[config.mk]
export PLATFORM = sky130hd
export DESIGN_NAME = spi_slave
export DESIGN_NICKNAME = d
export VERILOG_FILES = /design/src/rtl/spi_pkg.sv /design/src/rtl/spi_in_sync.sv /design/src/rtl/spi_slave.sv
export SDC_FILE = /design/constraint.sdc
export NUM_CORES = 1
export LEC_CHECK = 0
export BUFFER_PORTS_ARGS = -buffer_cell sky130_fd_sc_hd__buf_2
export CAP_MARGIN = 40
export CORE_UTILIZATION = 44
export DETAILED_ROUTE_END_ITERATION = 7
export GPL_TIMING_DRIVEN = 1
export SYNTH_ARGS = -nofsm -noshare
export SYNTH_HDL_FRONTEND = slang
export SYNTH_SLANG_ARGS = --single-unit
[constraint.sdc]
create_clock -name clock -period 5.2 [get_ports clock]
set_input_delay 0.52 -clock clock [delete_from_list [all_inputs] [get_ports clock]]
set_output_delay 0.52 -clock clock [all_outputs]
set_load 0.03 [all_outputs]
[src/rtl/spi_pkg.sv]
// Shared frame constants, default slave IDs and FSM encoding for the SPI responder.
package spi_pkg;

  localparam int unsigned ID_BITS    = 8;
  localparam int unsigned ADDR_BITS  = 8;
  localparam int unsigned DATA_BITS  = 8;
  localparam int unsigned FRAME_BITS = ID_BITS + ADDR_BITS + DATA_BITS;

  localparam logic [7:0] DEF_SLAVE_IDW = 8'hFF;
  localparam logic [7:0] DEF_SLAVE_IDR = 8'h00;

  localparam int unsigned CNT_W = 5;
  // Rise counts (taken before the increment) at which each field completes.
  localparam logic [CNT_W-1:0] LAST_ID_CNT    = CNT_W'(ID_BITS - 1);
  localparam logic [CNT_W-1:0] LAST_ADDR_CNT  = CNT_W'(ID_BITS + ADDR_BITS - 1);
  localparam logic [CNT_W-1:0] LAST_FRAME_CNT = CNT_W'(FRAME_BITS - 1);
  localparam logic [CNT_W-1:0] TX_LOAD_CNT    = CNT_W'(ID_BITS + ADDR_BITS);

  typedef enum logic [2:0] {
    S_IDLE,
    S_ID,
    S_ADDR,
    S_DATA,
    S_WAIT_END,
    S_IGNORE
  } state_e;

endpackage

[src/rtl/spi_in_sync.sv]
// Multi-stage input synchronizer with optional rise/fall detection on the
// two most recent synchronized samples.
module spi_in_sync #(
  parameter int unsigned SYNC_STAGES = 2,
  parameter logic        RESET_VAL   = 1'b0,
  parameter bit          EDGE_DETECT = 1'b1
) (
  input  logic clock,
  input  logic n_reset,
  input  logic din,
  output logic dout,
  output logic rise,
  output logic fall
);

  logic [SYNC_STAGES-1:0] sync_q, sync_d;

  always_comb begin
    sync_d = {sync_q[SYNC_STAGES-2:0], din};
  end

  always_ff @(posedge clock or negedge n_reset) begin
    if (!n_reset) sync_q <= {SYNC_STAGES{RESET_VAL}};
    else          sync_q <= sync_d;
  end

  assign dout = sync_q[SYNC_STAGES-1];

  if (EDGE_DETECT) begin : g_edge
    logic prev_q, prev_d;

    always_comb begin
      prev_d = dout;
    end

    always_ff @(posedge clock or negedge n_reset) begin
      if (!n_reset) prev_q <= RESET_VAL;
      else          prev_q <= prev_d;
    end

    assign rise = dout & ~prev_q;
    assign fall = ~dout & prev_q;
  end else begin : g_no_edge
    assign rise = 1'b0;
    assign fall = 1'b0;
  end

endmodule

[src/rtl/spi_slave.sv]
// Mode-0 SPI responder for 24-bit ID/address/data frames: decodes writes into
// a one-cycle strobe and serves reads from an external register bank.
module spi_slave
  import spi_pkg::*;
#(
  parameter logic [7:0]  SLAVE_IDW   = DEF_SLAVE_IDW,
  parameter logic [7:0]  SLAVE_IDR   = DEF_SLAVE_IDR,
  parameter int unsigned SYNC_STAGES = 2
) (
  input  logic       clock,
  input  logic       n_reset,
  input  logic       ss,
  input  logic       sclk,
  input  logic       mosi,
  output logic       miso,
  output logic       wr_valid,
  output logic [7:0] wr_addr,
  output logic [7:0] wr_data,
  output logic       rd_req,
  output logic [7:0] rd_addr,
  input  logic [7:0] rd_data,
  output logic       busy,
  output logic       frame_err
);

  logic ss_s, ss_rise, ss_fall;
  logic sclk_s_unused, sclk_rise, sclk_fall;
  logic mosi_s, mosi_rise_unused, mosi_fall_unused;

  spi_in_sync #(.SYNC_STAGES(SYNC_STAGES), .RESET_VAL(1'b1), .EDGE_DETECT(1'b1)) u_ss_sync (
    .clock(clock), .n_reset(n_reset), .din(ss),
    .dout(ss_s), .rise(ss_rise), .fall(ss_fall)
  );

  spi_in_sync #(.SYNC_STAGES(SYNC_STAGES), .RESET_VAL(1'b0), .EDGE_DETECT(1'b1)) u_sclk_sync (
    .clock(clock), .n_reset(n_reset), .din(sclk),
    .dout(sclk_s_unused), .rise(sclk_rise), .fall(sclk_fall)
  );

  spi_in_sync #(.SYNC_STAGES(SYNC_STAGES), .RESET_VAL(1'b0), .EDGE_DETECT(1'b0)) u_mosi_sync (
    .clock(clock), .n_reset(n_reset), .din(mosi),
    .dout(mosi_s), .rise(mosi_rise_unused), .fall(mosi_fall_unused)
  );

  state_e           state_q, state_d;
  logic [CNT_W-1:0] bit_cnt_q, bit_cnt_d;
  logic [7:0]       rx_q, rx_d, rx_next;
  logic [7:0]       addr_q, addr_d;
  logic [7:0]       tx_q, tx_d;
  logic             rw_q, rw_d;
  logic             rd_cap_q, rd_cap_d;
  logic             miso_q, miso_d;
  logic             wr_valid_q, wr_valid_d;
  logic [7:0]       wr_addr_q, wr_addr_d;
  logic [7:0]       wr_data_q, wr_data_d;
  logic             rd_req_q, rd_req_d;
  logic [7:0]       rd_addr_q, rd_addr_d;
  logic             frame_err_q, frame_err_d;

  always_comb begin
    state_d     = state_q;
    bit_cnt_d   = bit_cnt_q;
    rx_d        = rx_q;
    addr_d      = addr_q;
    tx_d        = tx_q;
    rw_d        = rw_q;
    miso_d      = miso_q;
    wr_valid_d  = 1'b0;
    wr_addr_d   = wr_addr_q;
    wr_data_d   = wr_data_q;
    rd_req_d    = 1'b0;
    rd_addr_d   = rd_addr_q;
    frame_err_d = 1'b0;
    // rd_data is valid the cycle after rd_req, so capture one cycle behind it.
    rd_cap_d    = rd_req_q;
    rx_next     = {rx_q[6:0], mosi_s};

    if (rd_cap_q) tx_d = rd_data;

    unique case (state_q)
      S_IDLE: begin
        if (ss_fall) begin
          state_d = S_ID;
          rx_d    = '0;
        end
      end
      S_ID: begin
        if (sclk_rise) begin
          rx_d      = rx_next;
          bit_cnt_d = bit_cnt_q + 5'd1;
          if (bit_cnt_q == LAST_ID_CNT) begin
            if (rx_next == SLAVE_IDW) begin
              rw_d    = 1'b1;
              state_d = S_ADDR;
            end else if (rx_next == SLAVE_IDR) begin
              rw_d    = 1'b0;
              state_d = S_ADDR;
            end else begin
              frame_err_d = 1'b1;
              state_d     = S_IGNORE;
            end
          end
        end
      end
      S_ADDR: begin
        if (sclk_rise) begin
          rx_d      = rx_next;
          bit_cnt_d = bit_cnt_q + 5'd1;
          if (bit_cnt_q == LAST_ADDR_CNT) begin
            addr_d  = rx_next;
            state_d = S_DATA;
            if (!rw_q) begin
              rd_req_d  = 1'b1;
              rd_addr_d = rx_next;
            end
          end
        end
      end
      S_DATA: begin
        if (sclk_rise) begin
          rx_d      = rx_next;
          bit_cnt_d = bit_cnt_q + 5'd1;
          if (bit_cnt_q == LAST_FRAME_CNT) begin
            state_d = S_WAIT_END;
            if (rw_q) begin
              wr_valid_d = 1'b1;
              wr_addr_d  = addr_q;
              wr_data_d  = rx_next;
            end
          end
        end else if (sclk_fall && !rw_q) begin
          if (bit_cnt_q == TX_LOAD_CNT) begin
            miso_d = tx_q[7];
          end else begin
            tx_d   = {tx_q[6:0], 1'b0};
            miso_d = tx_q[6];
          end
        end
      end
      S_WAIT_END: begin
        if (sclk_fall) miso_d = 1'b0;
      end
      S_IGNORE: begin
        miso_d = 1'b0;
      end
      default: state_d = S_IDLE;
    endcase

    if (ss_rise) begin
      state_d     = S_IDLE;
      frame_err_d = state_q inside {S_ID, S_ADDR, S_DATA};
    end

    if (ss_s) begin
      bit_cnt_d = '0;
      miso_d    = 1'b0;
    end
  end

  always_ff @(posedge clock or negedge n_reset) begin
    if (!n_reset) begin
      state_q     <= S_IDLE;
      bit_cnt_q   <= '0;
      rx_q        <= '0;
      addr_q      <= '0;
      tx_q        <= '0;
      rw_q        <= 1'b0;
      rd_cap_q    <= 1'b0;
      miso_q      <= 1'b0;
      wr_valid_q  <= 1'b0;
      wr_addr_q   <= '0;
      wr_data_q   <= '0;
      rd_req_q    <= 1'b0;
      rd_addr_q   <= '0;
      frame_err_q <= 1'b0;
    end else begin
      state_q     <= state_d;
      bit_cnt_q   <= bit_cnt_d;
      rx_q        <= rx_d;
      addr_q      <= addr_d;
      tx_q        <= tx_d;
      rw_q        <= rw_d;
      rd_cap_q    <= rd_cap_d;
      miso_q      <= miso_d;
      wr_valid_q  <= wr_valid_d;
      wr_addr_q   <= wr_addr_d;
      wr_data_q   <= wr_data_d;
      rd_req_q    <= rd_req_d;
      rd_addr_q   <= rd_addr_d;
      frame_err_q <= frame_err_d;
    end
  end

  assign miso      = miso_q;
  assign wr_valid  = wr_valid_q;
  assign wr_addr   = wr_addr_q;
  assign wr_data   = wr_data_q;
  assign rd_req    = rd_req_q;
  assign rd_addr   = rd_addr_q;
  assign frame_err = frame_err_q;
  assign busy      = (state_q != S_IDLE);

endmodule

After elaboration in Yosys (flattened, before gate mapping)
Index checks and enable logic that the tools add are counted.

Flip-flop bits (word level): 69. Bits of input ports: 13. Logic and storage cells: 117.

Add/subtract/negate cells: 1. Equality and inequality tests: 23. Mux-type cells: 44. Bitwise gates (word level): 9. Reductions and logical operators: 21.

Operators with widths (number): 8-bit 2-to-1 mux (5); 3-bit 2-to-1 mux (10); 1-bit 2-to-1 mux (21); 3-bit != test (second input constant) (7); 4-bit AND reduction (4); 5-bit 2-to-1 mux (3); 3-bit one-hot mux with 5 select lines (1); 7-bit 2-to-1 mux (2); 7-bit one-hot mux with 2 select lines (1); 5-bit equality test (second input constant) (2); 3-bit by 2-bit != test with 1-bit output (second input constant) (3); 8-bit equality test (second input constant) (1); 8-bit logical NOT (1); 8-bit AND reduction (1); 2-bit nonzero test (4); 3-bit by 2-bit equality test with 1-bit output (second input constant) (2); 3-bit equality test (second input constant) (2); 3-bit AND reduction (2); 3-bit nonzero test (2); 5-bit by 1-bit adder with 5-bit output (second input constant) (1); 5-bit by 3-bit equality test with 1-bit output (second input constant) (1); 5-bit by 4-bit equality test with 1-bit output (second input constant) (1); 1-bit NOT (5); 1-bit bitwise AND (4); 11 further kinds (12).

Logic depth before layout (Yosys ltp)
Depth after elaboration: 7. Depth in mapped cells: 8.

By module
Synthesis repeated with hierarchy kept, for this count alone.

Cell total of the unflattened synthesis: 250. Area total of the unflattened synthesis: 3040.4 um2.

By module, submodules not included: spi_slave (instances 1, cells an instance 235, area each 2787.7 um2, seq. area each 1526.5 um2); spi_in_sync at u_ss_sync (instances 1, cells an instance 5, area each 93.8 um2, seq. area each 78.8 um2); spi_in_sync at u_sclk_sync (instances 1, cells an instance 5, area each 90.1 um2, seq. area each 75.1 um2); spi_in_sync at u_mosi_sync (instances 1, cells an instance 5, area each 68.8 um2, seq. area each 50.0 um2).

Least setup slack after synthesis
Ideal clock, no wire load.

Kind: flip-flop to flip-flop. From: register bit_cnt_q[0]. To: register rd_addr_q[0], in the netlist rd_addr[0]. Library setup time: 0.125 ns. Arrival: 1.864 ns. Setup slack: 3.212 ns. Stages on the path, launching flop included: 8. Path buffers: 0. Period minus slack after synthesis: 1.988 ns. Path through: dfrtp_1 -> ha_1 -> and3_2 -> ha_1 -> nor3b_1 -> nand2_2 -> nor2_8 -> mux2_2.

Longest elaborated chain between the ends: 2.

Ends and longest elaborated chain: start: declaration (line spi_slave.sv:46) `logic [CNT_W-1:0] bit_cnt_q, bit_cnt_d;`; start signal: assignment (line spi_slave.sv:178) `bit_cnt_q <= bit_cnt_d;`; 5-bit by 4-bit equality test with 1-bit output (line spi_slave.sv:109) `if (bit_cnt_q == LAST_ADDR_CNT) begin`; 4-bit AND reduction (no source line); end signal: assignment (line spi_slave.sv:189) `rd_addr_q <= rd_addr_d;`; end: declaration (line spi_slave.sv:57) `logic [7:0] rd_addr_q, rd_addr_d;`.

No other way between the ends. A chain may end at the register's enable or synchronous reset.

Worst setup path after layout
From: register bit_cnt_q[0]. To: register rd_addr_q[7], in the netlist rd_addr[7].

The elaborated chain is that of the path after synthesis.

==> flow_summary.toml <==
[worst_setup_path]
required_ns = 5.42
r2r-end = "rd_addr[7]"
timing.rr.start = "bit_cnt_q[0]"
r2r_cells = 7
path_max_fanout = 9
arrival_ns = 2.50
worstSetupEndpointType = "register"
worstSetupPathType = "reg2reg"
worstSetupStartpointType = "register"
r2r_slack_ns = 2.92

[cts]
cts_hold_buf = 0
clockBufferDepth = 2
cts_buffers = 9
cts.sink_count = 69
cts_setup_buffers = 0
ctsResizeCount = 0
insertion_delay_ns = 0.34
htree_levels = 3
cts_tree = "done"
clk_transition_reported_paths_ns = 0.08
root_buffer = "clkbuf_8"

[cells_and_area]
area_growth_pct = 15.8
nets = 299
n_antenna_cell = 0
fillCellCount = 587
layout_commonest_cell = "dfrtp_1"
layout-drive-gt1-share = 0.354
mostFrequentLayoutCells = "66 x dfrtp_1, 41 x buf_2, 23 x mux2_2"

[floorplanning]
num_io_pins = 42
rows = 29
start_util = 0.462
die-area_um2 = 7080
dieWidth_um = 84.1
die_y_um = 84.1
core_area_um2 = 6420

[synthesis]
syn_nets = 253
netlist_area_um2 = 2970
synth_cells = 235
seq_area_frac_synth = 0.583
ys_ff_latch = 69
postSynthAreaPerCell_um2 = 12.6
synth_top_area_share = 0.556
synth_area_leaders = "dfrtp_1 56%, mux2_2 8.7%, mux2_4 4.6%"
ys_types = 46
async_flop_share = 1.00
synth_edf_count = 0
ys.warnings.count = 0
synth-main-ff-cell = "dfrtp_1"
synth_area_leader_cell = "dfrtp_1"

[sta]
hold_viol_final = 0
final.setup_skew_ns = 0.0101
rsz0062_at_grt = "false"
relSlewSlack = 0.434
finalCritPeriodShare = 0.439
worst_pin_slew_ns = 0.849
setup_tns_ns = 0
fin_ws_ns = 2.92
max_freq_ghz = 0.438
setup_viol = 0
drv_slew = 0
timing.final.crit_period_ns = 2.28

[power]
p_int_w = 0.000877
power.switching_w = 0.000375
swShare = 0.300
pwr-share-comb = 0.155
pwr-share-seq = 0.507
leakagePower_nw = 1.67
clockPowerShare = 0.338
ir_drop_mv = 0.238
p_per_area_nw_per_um2 = 364

[placed_design]
port-buffer-count = 41
dp_hpwl_um = 3480
globalplace.congestion = 0.821
dpl_worst_slack_ns = 2.91

[global_routing]
grt_max_degree = 53
grt-ovfl-total = 0
grt_pass1_vias = 1746
antenna_found_initial = 0
grt_usage = 0.162
grt_pass1_wl_um = 8830

[route]
via_per_inst = 5.06
dr.pass1.iters = 6
wl_um = 5150
drtIter0Drc = 115
vias = 1832
postRouteAntennaNets = 0
drc = 2
wire_per_inst_um = 14.2

[worst_hold_path]
hold_path.class = "in2async"

[status]
violations = "design-rule violations"
outcome = "complete, but fails checks"

[run]
cap_violations = 0
==> cells by family (layout without fill, tap and decap cells) <==
logic type               count (synthesis)  after routing  synth area share
flip-flops                              69             69             0.583
AO/OA/AOI/OAI                           27             27            0.0544
multiplexers                            42             42             0.166
XOR/XNOR                                 3              3           0.00885
buffers and inverters                   18             68            0.0358
AND/OR/NAND/NOR                         71             71             0.131
adder cells (fa/ha/maj)                  5              5            0.0211
==> power by group through the flow <==
stage	Clock, W	Sequential, W	Combinational [W]
floorplan	0	0.000613	0.000168
global placement	0	0.000644	0.000191
detailed placement	0	0.000644	0.000198
CTS	0.000436	0.000635	0.000197
global route	0.000462	0.000643	0.000222
finish	0.000423	0.000635	0.000194
==> registers in the layout, indices dropped and copies added, names as in the netlist, 2 cells and up <==
signal,flops
tx_q,8
state_q,3
addr_q,8
bit_cnt_q,5
wr_addr,8
u_sclk_sync.sync_q,2
wr_data,8
rx_q,7
u_ss_sync.sync_q,2
u_mosi_sync.sync_q,2
rd_addr,8
==> worst max-delay path, stage by stage (launching register included) <==
cell	delay (ns)
dfrtp_1	0.41
ha_1	0.21
and3_2	0.19
ha_1	0.13
nor3b_1	0.34
nand2_2	0.29
nor2_8	0.26
mux2_2	0.36
==> stage by stage <==
| stage | utilization | power, W | hold slack (ns) | instances | cell area [µm²] |
|---|---|---|---|---|---|
| CTS | 0.535 | 0.00127 | 0.127 | 362 | 3440 |
| floorplan | - | 0.000781 | 0.224 | 235 | 2970 |
| global route | 0.535 | 0.00133 | 0.147 | 362 | 3440 |
| global placement | 0.499 | 0.000835 | 0.333 | 345 | 3210 |
| detailed placement | 0.506 | 0.000842 | 0.337 | 347 | 3250 |
| finish | 0.535 | 0.00125 | 0.129 | 362 | 3440 |
==> cell usage after synthesis, types with 3 or more instances <==
| cell | instances |
|---|---|
| a21oi_1 | 9 |
| buf_2 | 3 |
| dfrtp_1 | 66 |
| dfstp_2 | 3 |
| ha_1 | 5 |
| inv_1 | 9 |
| mux2_2 | 23 |
| mux2_4 | 9 |
| mux2i_1 | 10 |
| nand2_1 | 20 |
| nand4_1 | 3 |
| nor2_1 | 21 |
| nor3_1 | 4 |
| nor4_1 | 3 |
| o21ai_0 | 9 |
==> final cells by class <==
type,count,area (µm²),share of cell area
Timing Repair Buffer,44,255,0.0742
Multi-Input combinational cell,148,1130,0.329
Inverter,9,33.8,0.00983
Sequential cell,69,1730,0.503
Tap cell,77,96.3,0.0280
Clock inverter,4,48.8,0.0142
Clock buffer,11,141,0.0411
==> metal layers <==
metal  track usage  share of wire  vias up
met5             0              0        -
met4        0.0564          0.011        0
met3        0.0521          0.038        6
met2         0.220           0.41       33
met1         0.244           0.54      881
li1              -              -      912
==> worst max path at each step <==
stage	start	endpoint	slack (ns)	cells after the start
2_1_floorplan	bit_cnt_q[0]	rd_addr[0]	3.21	7
3_3_place_gp	bit_cnt_q[0]	wr_addr[6]	2.87	5
3_5_place_dp	bit_cnt_q[0]	rd_addr[7]	2.91	7
4_1_cts	bit_cnt_q[0]	rd_addr[7]	2.90	7
5_1_grt	bit_cnt_q[0]	rd_addr[5]	2.82	7
6_report	bit_cnt_q[0]	rd_addr[7]	2.92	7
Note: power is estimated with default switching activity, not from simulation.
